`src/rtl/ioctl_loader.sv`:
```
// ioctl_loader: streams an hps_io ioctl download into one of NREG byte-wide
// load regions and reports per-load status.
//
// Parameters
//   AW         target byte address width (region capacity 2^AW)
//   NREG       number of load regions (1..8)
//   IDX_BASE   ioctl_index of region 0; region r uses IDX_BASE+r
//   HDR_BYTES  leading file bytes discarded before storing
//
// Ports
//   clk_sys, reset                  clock, async active-high reset
//   ioctl_download/index/wr/addr/dout  hps_io download interface
//   mem_addr, mem_data, mem_we      registered write port, mem_we one-hot per region
//   busy                            high in LOAD or IGNORE
//   done                            one-cycle pulse when a region load completes
//   last_region, size, size_mask,
//   checksum, overflow              status of the most recent completed load
//
// Handshake: a byte is taken only when ioctl_wr=1 and ioctl_download=1 in the
// same cycle while in LOAD; the resulting memory write appears on the next
// cycle as a single-cycle mem_we pulse. There is no back-pressure.
module ioctl_loader #(
    parameter int AW        = 15,
    parameter int NREG      = 2,
    parameter int IDX_BASE  = 1,
    parameter int HDR_BYTES = 0
) (
    input  logic            clk_sys,
    input  logic            reset,
    input  logic            ioctl_download,
    input  logic [7:0]      ioctl_index,
    input  logic            ioctl_wr,
    input  logic [24:0]     ioctl_addr,
    input  logic [7:0]      ioctl_dout,
    output logic [AW-1:0]   mem_addr,
    output logic [7:0]      mem_data,
    output logic [NREG-1:0] mem_we,
    output logic            busy,
    output logic            done,
    output logic [2:0]      last_region,
    output logic [AW:0]     size,
    output logic [AW-1:0]   size_mask,
    output logic [7:0]      checksum,
    output logic            overflow
);

    typedef enum logic [1:0] {
        S_IDLE   = 2'd0,
        S_LOAD   = 2'd1,
        S_IGNORE = 2'd2,
        S_FINISH = 2'd3
    } state_t;

    localparam logic [25:0] CAP = 26'(1) << AW;

    state_t      state;
    logic [2:0]  region;
    logic [AW:0] run_cnt;
    logic [7:0]  run_sum;
    logic        run_ovf;

    // One extra bit so the header subtraction never wraps silently.
    logic [25:0] addr_ext;
    logic [25:0] offset;
    logic        in_hdr;
    logic        in_cap;
    logic [8:0]  idx_ext;
    logic        idx_ok;
    logic [2:0]  region_next;
    logic [AW:0] end_cnt;

    assign addr_ext    = {1'b0, ioctl_addr};
    assign offset      = addr_ext - 26'(HDR_BYTES);
    assign in_hdr      = addr_ext < 26'(HDR_BYTES);
    assign in_cap      = !in_hdr && (offset < CAP);
    assign idx_ext     = {1'b0, ioctl_index};
    assign idx_ok      = (idx_ext >= 9'(IDX_BASE)) && (idx_ext < 9'(IDX_BASE + NREG));
    assign region_next = 3'(idx_ext - 9'(IDX_BASE));
    // Count tracks the highest stored offset + 1, not the number of strobes.
    assign end_cnt     = {1'b0, offset[AW-1:0]} + {{AW{1'b0}}, 1'b1};

    assign busy = (state == S_LOAD) || (state == S_IGNORE);

    // Smallest 2^k-1 covering offsets 0..n-1: smear the top bit of n-1 downward.
    function automatic logic [AW-1:0] mask_of(input logic [AW:0] n);
        logic [AW:0] v;
        v = n - (AW+1)'(1);
        if (n <= (AW+1)'(1)) return '0;
        for (int i = 1; i <= AW; i++) v = v | (v >> i);
        return v[AW-1:0];
    endfunction

    always_ff @(posedge clk_sys or posedge reset) begin
        if (reset) begin
            state       <= S_IDLE;
            region      <= '0;
            run_cnt     <= '0;
            run_sum     <= '0;
            run_ovf     <= 1'b0;
            mem_addr    <= '0;
            mem_data    <= '0;
            mem_we      <= '0;
            done        <= 1'b0;
            last_region <= '0;
            size        <= '0;
            size_mask   <= '0;
            checksum    <= '0;
            overflow    <= 1'b0;
        end else begin
            mem_we <= '0;
            done   <= 1'b0;
            case (state)
                S_IDLE: begin
                    if (ioctl_download) begin
                        if (idx_ok) begin
                            state   <= S_LOAD;
                            region  <= region_next;
                            run_cnt <= '0;
                            run_sum <= '0;
                            run_ovf <= 1'b0;
                        end else begin
                            state <= S_IGNORE;
                        end
                    end
                end
                S_LOAD: begin
                    if (!ioctl_download) begin
                        // Status is published on entry to FINISH so that done
                        // and the new values are visible together.
                        state       <= S_FINISH;
                        size        <= run_cnt;
                        size_mask   <= mask_of(run_cnt);
                        checksum    <= run_sum;
                        overflow    <= run_ovf;
                        last_region <= region;
                        done        <= 1'b1;
                    end else if (ioctl_wr && !in_hdr) begin
                        if (in_cap) begin
                            mem_addr <= offset[AW-1:0];
                            mem_data <= ioctl_dout;
                            for (int r = 0; r < NREG; r++)
                                mem_we[r] <= (region == 3'(r));
                            run_sum <= run_sum + ioctl_dout;
                            if (end_cnt > run_cnt) run_cnt <= end_cnt;
                        end else begin
                            run_ovf <= 1'b1;
                        end
                    end
                end
                S_IGNORE: begin
                    if (!ioctl_download) state <= S_IDLE;
                end
                S_FINISH: begin
                    state <= S_IDLE;
                end
                default: state <= S_IDLE;
            endcase
        end
    end

endmodule

```
`config.mk`:
```
export PLATFORM = sky130hd
export DESIGN_NAME = ioctl_loader
export DESIGN_NICKNAME = d
export VERILOG_FILES = /design/src/rtl/ioctl_loader.sv
export SDC_FILE = /design/constraint.sdc
export NUM_CORES = 1
export LEC_CHECK = 0
export BUFFER_PORTS_ARGS = -buffer_cell sky130_fd_sc_hd__buf_4
export CAP_MARGIN = 20
export CORE_UTILIZATION = 60
export CTS_CLUSTER_SIZE = 16
export DETAILED_ROUTE_END_ITERATION = 8
export PLACE_DENSITY = 0.94
export SLEW_MARGIN = 5
export SYNTH_ARGS = -nofsm -noshare
export SYNTH_HDL_FRONTEND = slang
export SYNTH_SLANG_ARGS = --single-unit
```
`constraint.sdc`:
```
create_clock -name clk_sys -period 5.6 [get_ports clk_sys]
set_input_delay 0.84 -clock clk_sys [delete_from_list [all_inputs] [get_ports clk_sys]]
set_output_delay 0.84 -clock clk_sys [all_outputs]
set_load 0.01 [all_outputs]
```
==> flow_summary.ini <==
[placed_design]
gp_congestion = 0.924
dp_slack_ps = 1460
dp_cells = 784
placement.io_buffers = 114
dp_hpwl_mm = 10.8

[route]
wl_per_cell_um = 17.9
dr.first_iter.drc_count = 313
vias = 4923
routed_wl_mm = 14.4
drc_errors = 0
firstDrtPassIters = 5
vias_per_cell = 6.15
ant_nets = 0

[yosys]
synth_area_mm2 = 0.00565
synth_cell_types = 65
ys_warn_count = 0
ys.flop_type = dfrtp_1
synthCells = 584
synth_edf_count = 0
postSynthAreaPerCell_um2 = 9.68
ys_seq_area_share_pct = 43.8
async_flop_share_pct = 100
ys_ff_latch = 99
synthesis.nets = 663

[cts]
cts_buffers = 9
cts_tree = built
ctsHoldBuffers = 0
clk_pin_slew_ps = 100
postCtsSetupBuffers = 0
h-tree-depth = 3
clock-root-buffer = clkbuf_8
clock_latency_ps = 370
cts_resized = 0
clock-sinks = 99
max-clock-path-buffers = 2

[pwr]
intPower_mw = 1.06
clockPowerShare_pct = 34.7
leakage_nw = 3.41
swShare_pct = 26.7
p_comb_share_pct = 13.9
p_per_area_mw_per_mm2 = 214
seq_power_share_pct = 51.5
switching_power_mw = 0.386
ir_drop_mv = 0.164

[cells_and_area]
nFillCells = 656
instances_no_fill = 801
antennaDiodeCount = 0
multiInputGateArea_mm2 = 0.00291
nNetsFinal = 765
seq_area_mm2 = 0.00248
area_growth_pct = 19.8
final_layout_size_suffix_gt1_share_pct = 25.4

[floorplan]
initial_core_util_pct = 61.4
fp.coreArea_mm2 = 0.00920
rows = 35
dieArea_mm2 = 0.00981
die_y_um = 99.0
die_w_um = 99.0
ios = 115

[timing]
max_slew_margin_pct = 27.2
hold_viol = 0
skew_ps = 10.3
worst_slack_ps = 1820
timing.final.crit_share_pct = 67.4
grt_setup_unrepaired = no
slew_violations = 0
timing.fmax_mhz = 265
setup_violations = 0
tightest_slew_ps = 1090
final.min_clock_period_ps = 3780
totalNegativeSetupSlack_ps = 0

[hold_path]
hp-class = flop to flop

[global_routing]
grt_usage_pct = 30.9
first_global_vias = 4874
grt_max_degree = 63
antenna_found_initial = 0
grt.overflow.total = 0
grt_pass1_wl_mm = 23.7

[setup_path]
cp_max_fo = 16
critPathLaunchType = primary input
cp-end-kind = flop
cp.arrival_ps = 3990
crit_type = primary input to flop
worstPathRequired_ps = 5810

[status]
status = finished clean

[flow_run]
max_cap_viol_count = 0
[flip-flops by register name, summed over array words and instances (netlist names)]
name and count:
region 3, mem_addr 15, mem_data 8, run_cnt 16
last_region 3, overflow 1, size 16, run_ovf 1
mem_we 2, checksum 8, state 2, done 1
size_mask 15, run_sum 8
[logic make-up (layout without fill, tap and decap cells)]
group	Yosys count	after routing	synth area share, %
muxes	23	23	4.58
xor gates and xnor gates	26	26	4.03
adders and majority gates	34	34	7.66
DFF	99	99	43.8
AOI/OAI and AO/OA	118	118	15.1
buffers and inverters	64	170	4.69
and+or+nand+nor	220	220	20.0
[per-stage QoR]
step	total power, mW	area, um2	utilization (%)	hold WS (ps)
floorplan	0.871	5650	-	435
global placement	0.940	6540	71.1	452
detailed placement	0.953	6540	71.1	472
CTS	1.45	6750	73.4	492
global route	1.50	6770	73.6	518
finish	1.45	6770	73.6	490
[worst paths after layout]
| path | slack, ps | endpoint | start | cells after the start |
|---|---|---|---|---|
| setup / recovery | 1820 | run_cnt[11]$_DFFE_PP0P_ | ioctl_addr[0] | 14 |
| hold / removal | 490 | size[2]$_DFFE_PP0P_ | size[2]$_DFFE_PP0P_ | 2 |
| setup reg to reg | 2410 | run_cnt[11]$_DFFE_PP0P_ | run_cnt[3]$_DFFE_PP0P_ | 7 |
| hold reg to reg | 490 | size[2]$_DFFE_PP0P_ | size[2]$_DFFE_PP0P_ | 2 |
| max in group asynchronous | 3990 | size[9]$_DFFE_PP0P_ | reset | 3 |
| min in group asynchronous | 520 | last_region[0]$_DFFE_PP0P_ | reset | 2 |
[layout by cell type (no fill, tap or decap), types with 11 or more instances in the layout]
master     n
a21oi_1   14
and3_1    13
nand3_1   38
buf_4    116
inv_1     36
dfrtp_1   99
o21ai_0   30
mux2_2    23
o21ai_1   11
ha_1      33
xnor2_1   22
nand2_1   85
nor2_1    27
[power by group through the flow]
stage          Clock, mW  Sequential (mW)  Combinational, mW
2_1_floorplan          0            0.759              0.112
3_3_place_gp           0            0.758              0.182
3_5_place_dp           0            0.759              0.194
4_1_cts            0.503            0.745              0.197
5_1_grt            0.535            0.748              0.219
6_report           0.502            0.746              0.201
[synthesized netlist by cell type (all sizes together), types with 4 or more instances]
| cell type | instances | area share, % |
|---|---|---|
| nand2 | 85 | 5.6 |
| xor2 | 4 | 0.62 |
| o21ai | 41 | 3.6 |
| o41ai | 4 | 1.1 |
| nand3 | 38 | 3.4 |
| nor2b | 7 | 0.77 |
| mux2 | 23 | 4.6 |
| nor3b | 5 | 0.75 |
| dfrtp | 99 | 44 |
| nand2b | 8 | 0.89 |
| ha | 33 | 7.3 |
| xnor2 | 22 | 3.4 |
| nor3 | 9 | 1.2 |
| a21oi | 14 | 1.2 |
| buf | 11 | 1.2 |
| inv | 37 | 2.5 |
| o31ai | 6 | 1.0 |
| nand4 | 8 | 1.3 |
| a22oi | 4 | 0.53 |
| clkbuf | 16 | 1.1 |
| a22o | 10 | 1.5 |
| nor2 | 28 | 1.9 |
| and3 | 13 | 1.4 |
| a31oi | 6 | 0.66 |
| o211ai | 7 | 1.0 |
| nor4 | 7 | 1.0 |
[critical path, cell delays in order]
cell and delay, ps:
buf_4 110, ha_1 180, nand3_1 120, nor2_1 190, nand3_1 170, nor2b_1 170
xnor2_1 170, inv_1 80, ha_1 320, nand3_1 120, nor3_1 70, a221o_1 340
o2111ai_1 890, o21ai_0 210
[metal layers]
layer | GRT usage [%] | share of wire [%] | routed length [um] | vias up
met5 | 0 | 0 | 0 | -
met4 | 16.0 | 3.8 | 552 | 0
met3 | 5.32 | 5.9 | 848 | 58
met2 | 50.6 | 48 | 6890 | 229
met1 | 39.5 | 42 | 6080 | 2360
li1 | - | - | - | 2276
[final cells by class]
| cell class | count | area share, % |
|---|---|---|
| clock buffer | 11 | 1.94 |
| clock inverter | 4 | 1.13 |
| inverter | 37 | 2.09 |
| multi-input combinational | 421 | 43.0 |
| sequential | 99 | 36.6 |
| tap | 111 | 2.05 |
| timing repair buffer | 118 | 13.2 |
Note: power is estimated with default switching activity, not from simulation.
